File: src/rtl/i2c_target_block_pkg.sv
// Shared types and constants for the I2C target block.
// FSM encodings and bus-level bit meanings.
package i2c_target_block_pkg;

    typedef enum logic [3:0] {
        ST_IDLE,
        ST_ADDR,
        ST_ADDR_ACK,
        ST_PTR,
        ST_PTR_ACK,
        ST_WDATA,
        ST_WDATA_ACK,
        ST_RDATA,
        ST_RDATA_ACK,
        ST_IGNORE
    } state_t;

    localparam logic I2C_ACK  = 1'b0;
    localparam logic I2C_NACK = 1'b1;
    localparam logic RW_READ  = 1'b1;

endpackage

File: src/rtl/i2c_target_block_if.sv
// I2C pins plus register-file port of the target block.
// slave = target side, master = environment side.
interface i2c_target_block_if #(
    parameter int DATA_BYTES = 2
);
    logic                    scl_in;
    logic                    sda_in;
    logic                    sda_out;
    logic                    sda_oen;
    logic [7:0]              reg_addr;
    logic [8*DATA_BYTES-1:0] reg_rdata;
    logic [8*DATA_BYTES-1:0] reg_wdata;
    logic                    reg_wr_en;
    logic                    busy;
    logic                    done;

    modport slave (
        input  scl_in, sda_in, reg_rdata,
        output sda_out, sda_oen, reg_addr,
        output reg_wdata, reg_wr_en, busy, done
    );

    modport master (
        output scl_in, sda_in, reg_rdata,
        input  sda_out, sda_oen, reg_addr,
        input  reg_wdata, reg_wr_en, busy, done
    );
endinterface

File: src/rtl/i2c_bus_cond.sv
// I2C input conditioning: synchronizers, SCL edge strobes,
// START/STOP strobes. Bus idles high, so flops reset to 1.
module i2c_bus_cond #(
    parameter int SYNC_STAGES = 2
) (
    input  logic clk,
    input  logic reset,
    input  logic scl_in,
    input  logic sda_in,
    output logic sda,
    output logic scl_rise,
    output logic scl_fall,
    output logic start,
    output logic stop
);
    logic [SYNC_STAGES-1:0] scl_sync;
    logic [SYNC_STAGES-1:0] sda_sync;
    logic                   scl_s;
    logic                   scl_d;
    logic                   sda_d;

    assign scl_s = scl_sync[SYNC_STAGES-1];
    assign sda   = sda_sync[SYNC_STAGES-1];

    // Synchronize both lines and keep one delayed copy for edges
    always_ff @(posedge clk or negedge reset) begin
        if (!reset) begin
            scl_sync <= '1;
            sda_sync <= '1;
            scl_d    <= 1'b1;
            sda_d    <= 1'b1;
        end else begin
            scl_sync <= {scl_sync[SYNC_STAGES-2:0], scl_in};
            sda_sync <= {sda_sync[SYNC_STAGES-2:0], sda_in};
            scl_d    <= scl_s;
            sda_d    <= sda;
        end
    end

    assign scl_rise = scl_s & ~scl_d;
    assign scl_fall = ~scl_s & scl_d;
    assign start    = scl_s & scl_d & sda_d & ~sda;
    assign stop     = scl_s & scl_d & ~sda_d & sda;
endmodule

File: src/rtl/i2c_target_block.sv
// I2C target with auto-incrementing register pointer.
// Block writes and pointer-then-repeated-START block reads.
module i2c_target_block
    import i2c_target_block_pkg::*;
#(
    parameter int DATA_BYTES  = 2,
    parameter int SYNC_STAGES = 2
) (
    input  logic              clk,
    input  logic              reset,
    input  logic [6:0]        chip_addr,
    i2c_target_block_if.slave bus
);
    localparam int         WW        = 8 * DATA_BYTES;
    localparam logic [1:0] LAST_BYTE = 2'(DATA_BYTES - 1);

    logic          sda_s;
    logic          scl_rise;
    logic          scl_fall;
    logic          start_det;
    logic          stop_det;

    state_t        state;
    logic [3:0]    bit_cnt;
    logic [1:0]    byte_cnt;
    logic [7:0]    shift;
    logic          rw;
    logic          sda_oen_q;
    logic          busy_q;
    logic          done_q;
    logic          wr_en_q;
    logic [7:0]    addr_q;
    logic [WW-1:0] wdata_q;

    logic [7:0]    rx_byte;
    logic          addr_hit;
    logic [WW-1:0] rd_word;
    logic [7:0]    rd_byte;

    i2c_bus_cond #(
        .SYNC_STAGES(SYNC_STAGES)
    ) u_cond (
        .clk     (clk),
        .reset   (reset),
        .scl_in  (bus.scl_in),
        .sda_in  (bus.sda_in),
        .sda     (sda_s),
        .scl_rise(scl_rise),
        .scl_fall(scl_fall),
        .start   (start_det),
        .stop    (stop_det)
    );

    assign rx_byte  = {shift[6:0], sda_s};
    assign addr_hit = (rx_byte[7:1] == chip_addr)
                   && (rx_byte[7:1] != 7'd0);
    assign rd_word  = bus.reg_rdata << {byte_cnt, 3'b000};
    assign rd_byte  = rd_word[WW-1 -: 8];

    // Protocol FSM; all bus and register outputs are registered here
    always_ff @(posedge clk or negedge reset) begin
        if (!reset) begin
            state     <= ST_IDLE;
            bit_cnt   <= 4'd0;
            byte_cnt  <= 2'd0;
            shift     <= 8'd0;
            rw        <= 1'b0;
            sda_oen_q <= 1'b1;
            busy_q    <= 1'b0;
            done_q    <= 1'b0;
            wr_en_q   <= 1'b0;
            addr_q    <= 8'd0;
            wdata_q   <= '0;
        end else begin
            done_q  <= 1'b0;
            wr_en_q <= 1'b0;
            if (wr_en_q)
                addr_q <= addr_q + 8'd1;
            if (start_det) begin
                state     <= ST_ADDR;
                bit_cnt   <= 4'd0;
                byte_cnt  <= 2'd0;
                sda_oen_q <= 1'b1;
            end else if (stop_det) begin
                state     <= ST_IDLE;
                bit_cnt   <= 4'd0;
                byte_cnt  <= 2'd0;
                sda_oen_q <= 1'b1;
                done_q    <= busy_q;
                busy_q    <= 1'b0;
            end else begin
                unique case (state)
                    ST_ADDR: begin
                        if (scl_rise) begin
                            shift   <= rx_byte;
                            bit_cnt <= bit_cnt + 4'd1;
                            if (bit_cnt == 4'd7) begin
                                if (addr_hit) begin
                                    busy_q <= 1'b1;
                                    rw     <= rx_byte[0];
                                end else begin
                                    busy_q <= 1'b0;
                                    state  <= ST_IGNORE;
                                end
                            end
                        end else if (scl_fall && bit_cnt == 4'd8) begin
                            sda_oen_q <= I2C_ACK;
                            bit_cnt   <= 4'd0;
                            state     <= ST_ADDR_ACK;
                        end
                    end
                    ST_ADDR_ACK: begin
                        if (scl_fall) begin
                            bit_cnt <= 4'd0;
                            if (rw == RW_READ) begin
                                shift     <= {rd_byte[6:0], 1'b1};
                                sda_oen_q <= rd_byte[7];
                                state     <= ST_RDATA;
                            end else begin
                                sda_oen_q <= 1'b1;
                                state     <= ST_PTR;
                            end
                        end
                    end
                    ST_PTR: begin
                        if (scl_rise) begin
                            shift   <= rx_byte;
                            bit_cnt <= bit_cnt + 4'd1;
                            if (bit_cnt == 4'd7)
                                addr_q <= rx_byte;
                        end else if (scl_fall && bit_cnt == 4'd8) begin
                            sda_oen_q <= I2C_ACK;
                            bit_cnt   <= 4'd0;
                            state     <= ST_PTR_ACK;
                        end
                    end
                    ST_PTR_ACK: begin
                        if (scl_fall) begin
                            sda_oen_q <= 1'b1;
                            bit_cnt   <= 4'd0;
                            state     <= ST_WDATA;
                        end
                    end
                    ST_WDATA: begin
                        if (scl_rise) begin
                            shift   <= rx_byte;
                            bit_cnt <= bit_cnt + 4'd1;
                            if (bit_cnt == 4'd7) begin
                                wdata_q <= (wdata_q << 8) | WW'(rx_byte);
                                if (byte_cnt == LAST_BYTE) begin
                                    wr_en_q  <= 1'b1;
                                    byte_cnt <= 2'd0;
                                end else begin
                                    byte_cnt <= byte_cnt + 2'd1;
                                end
                            end
                        end else if (scl_fall && bit_cnt == 4'd8) begin
                            sda_oen_q <= I2C_ACK;
                            bit_cnt   <= 4'd0;
                            state     <= ST_WDATA_ACK;
                        end
                    end
                    ST_WDATA_ACK: begin
                        if (scl_fall) begin
                            sda_oen_q <= 1'b1;
                            bit_cnt   <= 4'd0;
                            state     <= ST_WDATA;
                        end
                    end
                    ST_RDATA: begin
                        if (scl_rise) begin
                            bit_cnt <= bit_cnt + 4'd1;
                        end else if (scl_fall) begin
                            if (bit_cnt == 4'd8) begin
                                sda_oen_q <= 1'b1;
                                bit_cnt   <= 4'd0;
                                state     <= ST_RDATA_ACK;
                            end else begin
                                sda_oen_q <= shift[7];
                                shift     <= {shift[6:0], 1'b1};
                            end
                        end
                    end
                    ST_RDATA_ACK: begin
                        if (scl_rise) begin
                            if (sda_s == I2C_NACK) begin
                                sda_oen_q <= 1'b1;
                                state     <= ST_IGNORE;
                            end else if (byte_cnt == LAST_BYTE) begin
                                addr_q   <= addr_q + 8'd1;
                                byte_cnt <= 2'd0;
                            end else begin
                                byte_cnt <= byte_cnt + 2'd1;
                            end
                        end else if (scl_fall) begin
                            shift     <= {rd_byte[6:0], 1'b1};
                            sda_oen_q <= rd_byte[7];
                            bit_cnt   <= 4'd0;
                            state     <= ST_RDATA;
                        end
                    end
                    ST_IDLE, ST_IGNORE: begin
                        sda_oen_q <= 1'b1;
                    end
                    default: begin
                        state <= ST_IDLE;
                    end
                endcase
            end
        end
    end

    assign bus.sda_out   = 1'b0;
    assign bus.sda_oen   = sda_oen_q;
    assign bus.reg_addr  = addr_q;
    assign bus.reg_wdata = wdata_q;
    assign bus.reg_wr_en = wr_en_q;
    assign bus.busy      = busy_q;
    assign bus.done      = done_q;
endmodule

File: src/flat_wrapper.sv
// flat-port wrapper written by rule: the top's interface ports become plain ports
module i2c_target_block_flat import i2c_target_block_pkg::*;
#(
    parameter int DATA_BYTES  = 2,
    parameter int SYNC_STAGES = 2
)
  (clk, reset, chip_addr, bus_scl_in, bus_sda_in, bus_reg_rdata, bus_sda_out, bus_sda_oen, bus_reg_addr, bus_reg_wdata, bus_reg_wr_en, bus_busy, bus_done);
  i2c_target_block_if #(.DATA_BYTES(DATA_BYTES)) bus_i ();
  input  logic clk;
  input  logic reset;
  input  logic [6:0] chip_addr;
  input wire logic [$bits(bus_i.scl_in)-1:0] bus_scl_in;
  input wire logic [$bits(bus_i.sda_in)-1:0] bus_sda_in;
  input wire logic [$bits(bus_i.reg_rdata)-1:0] bus_reg_rdata;
  output wire logic [$bits(bus_i.sda_out)-1:0] bus_sda_out;
  output wire logic [$bits(bus_i.sda_oen)-1:0] bus_sda_oen;
  output wire logic [$bits(bus_i.reg_addr)-1:0] bus_reg_addr;
  output wire logic [$bits(bus_i.reg_wdata)-1:0] bus_reg_wdata;
  output wire logic [$bits(bus_i.reg_wr_en)-1:0] bus_reg_wr_en;
  output wire logic [$bits(bus_i.busy)-1:0] bus_busy;
  output wire logic [$bits(bus_i.done)-1:0] bus_done;
  assign bus_i.scl_in = bus_scl_in;
  assign bus_i.sda_in = bus_sda_in;
  assign bus_i.reg_rdata = bus_reg_rdata;
  assign bus_sda_out = bus_i.sda_out;
  assign bus_sda_oen = bus_i.sda_oen;
  assign bus_reg_addr = bus_i.reg_addr;
  assign bus_reg_wdata = bus_i.reg_wdata;
  assign bus_reg_wr_en = bus_i.reg_wr_en;
  assign bus_busy = bus_i.busy;
  assign bus_done = bus_i.done;
  i2c_target_block #(.DATA_BYTES(DATA_BYTES), .SYNC_STAGES(SYNC_STAGES)) u_core (.clk(clk), .reset(reset), .chip_addr(chip_addr), .bus(bus_i));
endmodule
File: config.mk
export PLATFORM = sky130hd
export DESIGN_NAME = i2c_target_block_flat
export DESIGN_NICKNAME = d
export VERILOG_FILES = /design/src/rtl/i2c_target_block_pkg.sv /design/src/rtl/i2c_target_block_if.sv /design/src/rtl/i2c_bus_cond.sv /design/src/rtl/i2c_target_block.sv /design/src/flat_wrapper.sv
export SDC_FILE = /design/constraint.sdc
export NUM_CORES = 1
export LEC_CHECK = 0
export ABC_AREA = 1
export CORE_MARGIN = 2
export CORE_UTILIZATION = 58
export CTS_CLUSTER_DIAMETER = 50
export DETAILED_ROUTE_END_ITERATION = 12
export PLACE_DENSITY = 0.86
export SETUP_SLACK_MARGIN = 0.15
export SLEW_MARGIN = 40
export SYNTH_ARGS = -nofsm -noshare
export SYNTH_HDL_FRONTEND = slang
export SYNTH_SLANG_ARGS = --single-unit
File: constraint.sdc
create_clock -name clk -period 4.4 [get_ports clk]
set_input_delay 0.88 -clock clk [delete_from_list [all_inputs] [get_ports clk]]
set_output_delay 0.88 -clock clk [all_outputs]
set_load 0.01 [all_outputs]
Word-level counts from Yosys, hierarchy flattened
Index checks and enable logic that the tools add are counted.
{"block": "word_totals", "output_inout_bits": 29, "elab_cells": 185, "regBits": 53, "inputBits": 27, "ram_bits": 0, "latch_bits": 0, "n_memories": 0, "rom_bits": 0}
{"block": "op_classes", "n_reduce_logical": 23, "n_eq_ne": 46, "bitwise": 14, "multipliers": 0, "n_lt_le_gt_ge": 0, "addsub": 3, "mux": 83, "shifts": 1, "n_div": 0}
{"op": "two-way mux 8 bit", "count": 16}
{"op": "two-way mux 4 bit", "count": 27}
{"op": "inequality test 4 x 1 -> 1 bit (second input constant)", "count": 10}
{"op": "one-hot mux 4 bit (8 select lines)", "count": 1}
{"op": "one-hot mux 8 bit (4 select lines)", "count": 1}
{"op": "two-way mux 1 bit", "count": 26}
{"op": "inequality test 5 x 1 -> 1 bit (second input constant)", "count": 5}
{"op": "equality test 4 x 3 -> 1 bit (second input constant)", "count": 5}
{"op": "inequality test 4 bit (second input constant)", "count": 5}
{"op": "OR 16 x 8 -> 16 bit", "count": 1}
{"op": "one-hot mux 4 bit (4 select lines)", "count": 1}
{"op": "one-hot mux 8 bit (2 select lines)", "count": 1}
{"op": "<< shifter 16 x 5 -> 16 bit", "count": 1}
{"op": "inequality test 5 bit (second input constant)", "count": 3}
{"op": "AND reduction 15 bit", "count": 1}
{"op": "AND reduction 5 bit", "count": 3}
{"op": "two-way mux 2 bit", "count": 7}
{"op": "equality test 4 bit (second input constant)", "count": 3}
{"op": "AND reduction 11 bit", "count": 1}
{"op": "inequality test 2 x 1 -> 1 bit (second input constant)", "count": 5}
{"op": "AND reduction 9 bit", "count": 1}
{"op": "adder 8 x 1 -> 8 bit (second input constant)", "count": 1}
{"op": "equality test 4 x 2 -> 1 bit (second input constant)", "count": 2}
{"op": "nonzero test 4 bit", "count": 2}
{"op": "other kinds (23)", "count": 41}

Logic depth before layout (Yosys ltp)
Gate-level depths: netlist of the first run.
{"block": "depth", "ltp_word": 8, "depth_mapped": 13, "depth_no_buf": 13}

Hierarchy
A second synthesis of the first run with hierarchy kept.
{"block": "hier_totals", "cells_unflattened": 525, "area_unflattened_um2": 3562.2}
{"module": "i2c_target_block", "cells_each": 508, "area_each_um2": 3363.2, "instances": 1, "seq_area_each_um2": 1177.4}
{"module": "i2c_bus_cond", "cells_each": 17, "area_each_um2": 198.9, "instances": 1, "seq_area_each_um2": 157.7}

Worst setup path before layout of the first run
No wires, ideal clock.
{"block": "synth_path", "path_kind": "input port to flip-flop", "startpoint": "in chip_addr[1]", "endpoint": "reg u_core.state[0]", "n_path_buf": 0, "cell_stages": 13, "path_slack_ps": 2682, "setup_time_ps": 66, "required_ps": 4334, "arrival_ps": 1652, "cell_sequence": "inv_1 nand2_1 nand2_1 nand2_1 nor2_1 nand3_1 nand2_1 nand2_1 nand2_1 nand2_1 nand2_2 nand2_1 nand2_1"}
{"block": "synth_via", "elab_chain_len": 4}
{"item": "start: declaration", "line_no": "flat_wrapper.sv:11", "text": "input logic [6:0] chip_addr;"}
{"item": "equality test 7 bit", "line_no": "i2c_target_block.sv:55", "text": "assign addr_hit = (rx_byte[7:1] == chip_addr)"}
{"item": "logical AND 1 bit", "line_no": "i2c_target_block.sv:56", "text": "&& (rx_byte[7:1] != 7'd0);"}
{"item": "inequality test 5 bit (no source line)"}
{"item": "AND reduction 15 bit (no source line)"}
{"item": "end signal: assignment", "line_no": "i2c_target_block.sv:63", "text": "state <= ST_IDLE;"}
{"item": "end signal: assignment", "line_no": "i2c_target_block.sv:80", "text": "state <= ST_ADDR;"}
{"item": "end signal: assignment", "line_no": "i2c_target_block.sv:85", "text": "state <= ST_IDLE;"}
{"item": "end: declaration", "line_no": "i2c_target_block.sv:23", "text": "state_t state;"}
No other way between the ends.
A chain may end at the register's enable or synchronous reset.

Final worst setup path of the first run
{"block": "layout_path", "startpoint": "reg u_core.wr_en_q, in the netlist u_core.bus.reg_wr_en", "endpoint": "out bus_reg_wr_en"}
{"item": "start: declaration", "line_no": "i2c_target_block.sv:31", "text": "logic wr_en_q;"}
{"item": "start signal: assignment", "line_no": "i2c_target_block.sv:71", "text": "wr_en_q <= 1'b0;"}
{"item": "start signal: assignment", "line_no": "i2c_target_block.sv:76", "text": "wr_en_q <= 1'b0;"}
{"item": "start signal: assignment", "line_no": "i2c_target_block.sv:151", "text": "wr_en_q <= 1'b1;"}
{"item": "end: declaration", "line_no": "flat_wrapper.sv:19", "text": "output wire logic [$bits(bus_i.reg_wr_en)-1:0] bus_reg_wr_en;"}
No word-level cell between the ends.

==> metrics.log, run 1 <==
INFO  metric status = completed
INFO  metric cts.clk_slew.worst_paths = 100 ps
INFO  metric power.total = 1.55 mW
INFO  metric ys.warnings.count = 0
INFO  metric final_core_util = 73.2%
INFO  metric final_routed_wire_length_divided_by_cell_count = 14.6 um
INFO  metric clock_latency = 310 ps
INFO  metric detailed_place_hpwl = 6550 um
INFO  metric ys_seq_elements = 53
INFO  metric netlist_area_before_placement = 0.00338 mm^2
INFO  metric worst_path_largest_cell_delay = 650 ps
INFO  metric cts_repair_resize_count = 0
INFO  metric synth_top_cells_by_area = sky130_fd_sc_hd__dfrtp_1 34%, sky130_fd_sc_hd__nand2_1 12%, sky130_fd_sc_hd__o21ai_0 8.6%
INFO  metric final.period_utilization = 56.1%
INFO  metric initial_core_utilization = 60.6%
INFO  metric postCtsSetupBuffers = 0
INFO  metric final_period_minus_worst_setup_slack = 2470 ps
INFO  metric library_cell_with_the_largest_summed_area_after_synthesis = sky130_fd_sc_hd__dfrtp_1
INFO  metric floorplan.core_area = 0.00557 mm^2
INFO  metric tritoncts.num_buffers = 5
INFO  metric cts_tree = done
INFO  metric num_antenna_cells = 0
INFO  metric hold_class = reg2reg
INFO  metric grt_antenna_before_repair = 0
INFO  metric netlist.area_leader.share = 34.1%
INFO  metric worst_setup_path_end_kind = output port
INFO  metric seq_area = 0.00134 mm^2
INFO  metric critPathKind = reg2out
INFO  metric crit_arrival = 1590 ps
INFO  metric vias_per_cell = 5.62
INFO  metric drive_above_1_share = 11.1%
INFO  metric multi_input_area = 0.00175 mm^2
INFO  metric cap_violations = 0
INFO  metric timing.final.max_slew_violations = 0
INFO  metric grt_setup_unrepaired = no
INFO  metric cts-root-to-sink-buffers = 2
INFO  metric p_leak = 1.99 nW
INFO  metric synthDistinctLibCells = 41
INFO  metric nets = 550
INFO  metric postSynthAreaPerCell = 7.23 um^2
INFO  metric die_height = 80.3 um
INFO  metric path_cells = clkdlybuf4s50_1
INFO  metric pin_count_of_the_biggest_net_entering_global_routing = 54
INFO  metric placement_rows = 27
INFO  metric synth_to_layout_area_growth = 20.7%
INFO  metric final.setup_skew = 10.2 ps
INFO  metric synthesis.instances = 467
INFO  metric regToRegStartpoint = u_core.u_cond.scl_d$_DFF_PN1_
INFO  metric number_of_enable_flip_flop_cells_after_synthesis = 0
INFO  metric startpoint_of_the_most_critical_hold_path = u_core.u_cond.sda_sync[0]$_DFF_PN1_
INFO  metric setup_total_negative_slack = 0 ps
INFO  metric critical-path-top-delay-family = flip-flops
INFO  metric gp_congestion = 0.927
INFO  metric floorplan.die_area = 0.00645 mm^2
INFO  metric clock_sinks = 53
INFO  metric timing_hold_violations_final = 0
INFO  metric dr_total_vias = 3333
INFO  metric ys_async_rst_share = 100%
INFO  metric cellPowerDensity = 381 mW/mm^2
INFO  metric totalWireLength = 8680 um
INFO  metric cp_num_buf_inv = 1
INFO  metric tightestPinTransition = 651 ps
INFO  metric critical_path_required = 3520 ps
INFO  metric htree_levels = 2
INFO  metric max_slew_headroom = 56.6%
INFO  metric drt_pass_1_iters = 5
INFO  metric groute.usage.overall = 29.4%
INFO  metric max-vdd-ir-drop = 0.272 mV
INFO  metric cp-start-kind = flop
INFO  metric cp-startpoint = u_core.bus.reg_wr_en$_DFF_PN0_
INFO  metric synth-seq-area-share = 39.5%
INFO  metric drt-initial-drc-count = 266
INFO  metric filler_cell_count = 465
INFO  metric clk_root_buffer_cell = sky130_fd_sc_hd__clkbuf_8
INFO  metric cts-hold-fix-buffers = 0
INFO  metric floorplan.die.width = 80.3 um
INFO  metric grt.overflow.total = 0
INFO  metric dominantRegCellSynth = sky130_fd_sc_hd__dfrtp_1
INFO  metric postRouteAntennaNets = 0
INFO  metric worst_path_max_delay_cell = sky130_fd_sc_hd__dfrtp_1
INFO  metric post_route_drc = 0
INFO  metric finalSetupViolCount = 0
INFO  metric port_buffers = 54
INFO  metric grt_first_pass_wirelength = 14900 um
INFO  metric first_global_vias = 3238
INFO  metric timing.fmax = 405 MHz
INFO  metric worst-path-max-fanout = 15
INFO  metric finalHoldWorstSlack = 357 ps
INFO  metric num_io_pins = 56
INFO  metric synthesis.nets = 497
[power breakdown]
| group | internal, mW | total [mW] | switching (mW) |
|---|---|---|---|
| Clock | 0.189 | 0.365 | 0.176 |
| Combinational | 0.202 | 0.550 | 0.348 |
| Sequential | 0.554 | 0.638 | 0.0833 |
| Total | 0.946 | 1.55 | 0.607 |
[through the flow]
stage,worst slack [ps],cells,area (um^2)
after floorplan,2680,467,3380
after global placement,1940,585,3950
after detailed placement,1840,585,3950
after CTS,1810,593,4080
after global routing,1780,593,4080
final,1930,593,4080
[sequential cells by signal (all words and copies together) (netlist names), 2 cells and up]
signal / cells
u_core.bus.reg_wdata: 16
u_core.bus.reg_addr: 8
u_core.shift: 8
u_core.bit_cnt: 4
u_core.state: 4
u_core.byte_cnt: 2
u_core.u_cond.scl_sync: 2
u_core.u_cond.sda_sync: 2
[Yosys cell counts, drive strengths merged (2+ instances only)]
cell    number
nand2      112
o21ai       71
inv         63
nor2        60
dfrtp       46
nand3       29
nor3        18
a21oi       10
o211ai       9
buf          7
dfstp        7
xor2         6
ha           3
nand4        3
o21bai       3
xnor2        3
clkbuf       2
nor4         2
o221ai       2
or2          2
[logic make-up (layout without fill, tap and decap cells)]
group,count (synthesis),in the layout,share of synthesized area [%]
muxes,1,1,0.296
other,1,1,0.111
and+or+nand+nor,228,228,30.0
buffers and inverters,73,127,8.89
adders and majority gates,3,3,1.11
DFF,53,53,39.5
AOI/OAI and AO/OA,99,99,17.8
xor gates and xnor gates,9,9,2.33
[placed cells by master, fill, tap and decap left out, types with 10 or more instances in the layout]
cell type / synthesis / routed
sky130_fd_sc_hd__nor2_1: 52 / 52
sky130_fd_sc_hd__clkdlybuf4s50_1: 0 / 53
sky130_fd_sc_hd__nand2_1: 106 / 105
sky130_fd_sc_hd__nand3_1: 28 / 28
sky130_fd_sc_hd__o21ai_0: 58 / 58
sky130_fd_sc_hd__a21oi_1: 10 / 10
sky130_fd_sc_hd__o21ai_2: 12 / 12
sky130_fd_sc_hd__inv_1: 58 / 58
sky130_fd_sc_hd__dfrtp_1: 46 / 46
sky130_fd_sc_hd__nor3_1: 16 / 16
[worst reg2reg max path, stage by stage (launching register included)]
cell and delay [ps]:
sky130_fd_sc_hd__dfstp_2 540, sky130_fd_sc_hd__inv_1 50, sky130_fd_sc_hd__nand2_1 330, sky130_fd_sc_hd__inv_1 230, sky130_fd_sc_hd__nand2_1 290, sky130_fd_sc_hd__inv_2 140
sky130_fd_sc_hd__nand2_2 410, sky130_fd_sc_hd__nand2_1 100, sky130_fd_sc_hd__o21ai_0 100, sky130_fd_sc_hd__inv_1 60
[worst paths after layout]
kind                                                       endpoint  cells past startpoint  slack, ps
worst max-delay path                                  bus_reg_wr_en                      1       1930
worst min-delay path            u_core.u_cond.sda_sync[1]$_DFF_PN1_                      0        360
worst max register to register  u_core.bus.reg_wdata[5]$_DFFE_PN0P_                      9       2050
worst min register to register  u_core.u_cond.sda_sync[1]$_DFF_PN1_                      0        360
max in group asynchronous               u_core.shift[7]$_DFFE_PN0P_                      2       3300
min in group asynchronous               u_core.shift[4]$_DFFE_PN0P_                      2        670
[area by class of cell]
cell class | count | share of cell area (%)
Multi-Input combinational cell | 341 | 42.8
Sequential cell | 53 | 32.7
Timing Repair Buffer | 55 | 13.3
Clock buffer | 6 | 2.03
Clock inverter | 2 | 1.01
Tap cell | 72 | 2.21
Inverter | 64 | 5.89
[metal layers]
layer	GRT usage, %	up-vias	part of all wire, %
li1	-	1628	-
met5	0	-	0
met2	49.7	119	48
met3	5.06	15	6.1
met1	38.6	1571	44
met4	8.64	0	1.8
Note: power is estimated with default switching activity, not from simulation.
==> run 2, diff against run 1 <==
CORE_UTILIZATION = 49   (was 58)
PLACE_DENSITY = 0.77   (was 0.86)
clock period = 2 ns   (was 4.4 ns; I/O delays follow)
==> run 2 against run 1 <==
Effect of this change:
- the run now ends with negative hold slack left
- hold slack lost 360 ps
- sequential share of layout area shrank 3.3 points
- register-to-register slack lost 1900 ps
- critical path depth grew 9
- non-clock buffer count grew 37
- design area grew 12%
- flip-flop and latch count is the same
- cell count grew 7.8%
- clock skew shrank 0.66 ps
- critical path type is now reg2reg
- critical endpoint is now u_core.bit_cnt[2]$_DFFE_PN0P_
==> metrics.log, run 2 (synthesized netlist as in run 1, its figures left out) <==
INFO  metric postRouteAntennaNets = 0 (unchanged)
INFO  metric drt-initial-drc-count = 205 (-23%)
INFO  metric worst-r2r-cell-count = 10 (+1)
INFO  metric grt.overflow.total = 0 (unchanged)
INFO  metric crit_arrival = 2070 ps (+480 ps)
INFO  metric power_report.internal_total = 2.09 mW (+120%)
INFO  metric cts.clk_slew.worst_paths = 110 ps (about the same)
INFO  metric final.setup_skew = 9.56 ps (-0.655 ps)
INFO  metric comb_power_share = 41.2% (+5.8 points)
INFO  metric cellPowerDensity = 781 mW/mm^2 (+110%)
INFO  metric cts-hold-fix-buffers = 0 (unchanged)
INFO  metric nets = 588 (+6.9%)
INFO  metric cts_tree = done
INFO  metric clock_power_share = 18.7% (-4.8 points)
INFO  metric htree_levels = 2 (unchanged)
INFO  metric power.switching = 1.47 mW (+140%)
INFO  metric cp-start-kind = flop
INFO  metric initial_core_utilization = 50.3% (-10 points)
INFO  metric met3RoutedLength = 467 um (-12%)
INFO  metric dr_total_vias = 3499 (+5.0%)
INFO  metric grt_setup_unrepaired = yes
INFO  metric leading_cell_types_in_the_layout_fill_and_taps_excluded = 97 x sky130_fd_sc_hd__nand2_1, 53 x sky130_fd_sc_hd__inv_1, 53 x sky130_fd_sc_hd__clkdlybuf4s50_1
INFO  metric totalWireLength = 9350 um (+7.7%)
INFO  metric violations_in_the_final_reports = negative hold slack
INFO  metric critPathKind = reg2reg
INFO  metric routed-wl-met2 = 4710 um (+13%)
INFO  metric final_period_minus_worst_setup_slack = 1870 ps
INFO  metric floorplan.die.width = 87.0 um (+8.4%)
INFO  metric clock_latency = 320 ps (about the same)
INFO  metric finalSetupViolCount = 0 (unchanged)
INFO  metric synth_to_layout_area_growth = 35.0%
INFO  metric clk_root_buffer_cell = sky130_fd_sc_hd__clkbuf_8
INFO  metric drt_pass_1_iters = 5 (unchanged)
INFO  metric gp_congestion = 0.918 (-0.94%)
INFO  metric groute.usage.overall = 25.0% (-4.4 points)
INFO  metric detailed_place_hpwl = 6690 um (+2.0%)
INFO  metric timing_hold_violations_final = 8 (+8)
INFO  metric critical_path_required = 2210 ps (-1310 ps)
INFO  metric pin_count_of_the_biggest_net_entering_global_routing = 38 (-30%)
INFO  metric largest_reg_flops = 16 (unchanged)
INFO  metric drive_above_1_share = 23.6% (+12 points)
INFO  metric num_io_pins = 56 (unchanged)
INFO  metric cts-root-to-sink-buffers = 2 (unchanged)
INFO  metric cap_violations = 0 (unchanged)
INFO  metric timing.final.max_slew_violations = 0 (unchanged)
INFO  metric floorplan.die_area = 0.00757 mm^2 (+17%)
INFO  metric top_layer_used = met4
INFO  metric placement_rows = 30 (+11%)
INFO  metric final.period_utilization = 93.4%
INFO  metric num_antenna_cells = 0 (unchanged)
INFO  metric crit-reg2reg-capture = u_core.bit_cnt[2]$_DFFE_PN0P_
INFO  metric tritoncts.num_buffers = 5 (unchanged)
INFO  metric final_routed_wire_length_divided_by_cell_count = 14.6 um (about the same)
INFO  metric p_leak = 2.16 nW (+8.7%)
INFO  metric setup_total_negative_slack = 0 ps (unchanged)
INFO  metric port_buffers = 54 (unchanged)
INFO  metric first_global_vias = 3173 (-2.0%)
INFO  metric grt_antenna_before_repair = 0 (unchanged)
INFO  metric status = finished, violations left
INFO  metric post_route_drc = 0 (unchanged)
INFO  metric max-vdd-ir-drop = 0.493 mV (+82%)
INFO  metric vias_per_cell = 5.48 (-2.6%)
INFO  metric grt_first_pass_wirelength = 15000 um (+0.56%)
INFO  metric share_seq_of_total_power = 40.1% (-1.0 points)
INFO  metric die_height = 87.0 um (+8.4%)
INFO  metric timing.fmax = 535 MHz
INFO  metric power.total = 3.56 mW (+130%)
INFO  metric swShare = 41.3% (+2.2 points)
INFO  metric regToRegStartpoint = u_core.u_cond.scl_sync[1]$_DFF_PN1_
INFO  metric regToRegSetupSlack = 130 ps (-1920 ps)
INFO  metric drt-met1-wl = 3940 um (+3.4%)
INFO  metric worst_setup_path_end_kind = flop
INFO  metric worst-path-max-fanout = 5 (-10)
INFO  metric floorplan.core_area = 0.00672 mm^2 (+21%)
INFO  metric clock_sinks = 53 (unchanged)
INFO  metric most_common_library_cell_in_the_layout_ignoring_fill_and_taps = sky130_fd_sc_hd__nand2_1
INFO  metric finalHoldWorstSlack = -4.96 ps (-362 ps)
INFO  metric hold_class = in2async
-- run 2: worst max-delay path by stage --
stage          slack, ps                           startpoint  depth (start not counted)                             endpoint
2_1_floorplan        360  u_core.u_cond.scl_sync[1]$_DFF_PN1_                          8  u_core.bus.reg_wdata[5]$_DFFE_PN0P_
3_3_place_gp         180                         chip_addr[4]                         14          u_core.state[0]$_DFFE_PN0P_
3_5_place_dp         140                         chip_addr[5]                         14          u_core.state[3]$_DFFE_PN0P_
4_1_cts              160          u_core.state[2]$_DFFE_PN0P_                         10          u_core.state[2]$_DFFE_PN0P_
5_1_grt               10  u_core.u_cond.scl_sync[1]$_DFF_PN1_                         10        u_core.bit_cnt[2]$_DFFE_PN0P_
6_report             130  u_core.u_cond.scl_sync[1]$_DFF_PN1_                         10        u_core.bit_cnt[2]$_DFFE_PN0P_
-- run 2: final cells by class --
cell class              count  area, um^2
clock buffers               5        68.8
clock inverters             3        33.8
fillers                   543        2160
inverters                  64         249
multi-input cells         342        1910
flip-flops and latches     53        1340
well taps                  80         100
repair buffers             92         860
-- run 2: what timing repair did --
action / in CTS / in global routing
cloned: 0 / 1
endpoints found under the hold margin: 0 / 0
pin swaps: 4 / 13
gates resized for setup: 9 / 52
endpoints found under the setup margin: 9 / 35
setup buffers: 8 / 11
-- run 2: worst max-delay path: stages (launching register included) --
cell and delay, ps:
sky130_fd_sc_hd__dfstp_2 590, sky130_fd_sc_hd__nand2_2 70, sky130_fd_sc_hd__inv_2 80, sky130_fd_sc_hd__nand2_2 80, sky130_fd_sc_hd__nand2_4 110, sky130_fd_sc_hd__clkinvlp_4 100, sky130_fd_sc_hd__buf_2 160, sky130_fd_sc_hd__nand4_1 140
sky130_fd_sc_hd__o211ai_4 140, sky130_fd_sc_hd__o21ai_0 230, sky130_fd_sc_hd__nand2_1 70
-- run 2: metal layers --
metal,vias up,track usage (%)
li1,1717,-
met1,1634,32.6
met2,124,43.1
met3,24,3.32
met4,0,7.39
met5,-,0
-- run 2: power by group through the flow --
stage | clock (mW) | sequential, mW | combinational [mW]
after floorplan | 0 | 1.35 | 0.936
after global placement | 0 | 1.42 | 1.20
after detailed placement | 0 | 1.42 | 1.23
after CTS | 0.679 | 1.41 | 1.32
after global routing | 0.719 | 1.44 | 1.61
final | 0.667 | 1.43 | 1.47
-- run 2: per-stage QoR --
stage	util, %	setup slack (ps)	cell area, um^2	hold WS, ps	std cells
2_1_floorplan	-	359	3380	104	467
3_3_place_gp	61.3	183	4120	347	611
3_5_place_dp	61.3	137	4120	347	611
4_1_cts	64.4	156	4330	5.18	627
5_1_grt	67.9	9.56	4560	3.87	639
6_report	67.9	132	4560	-4.96	639
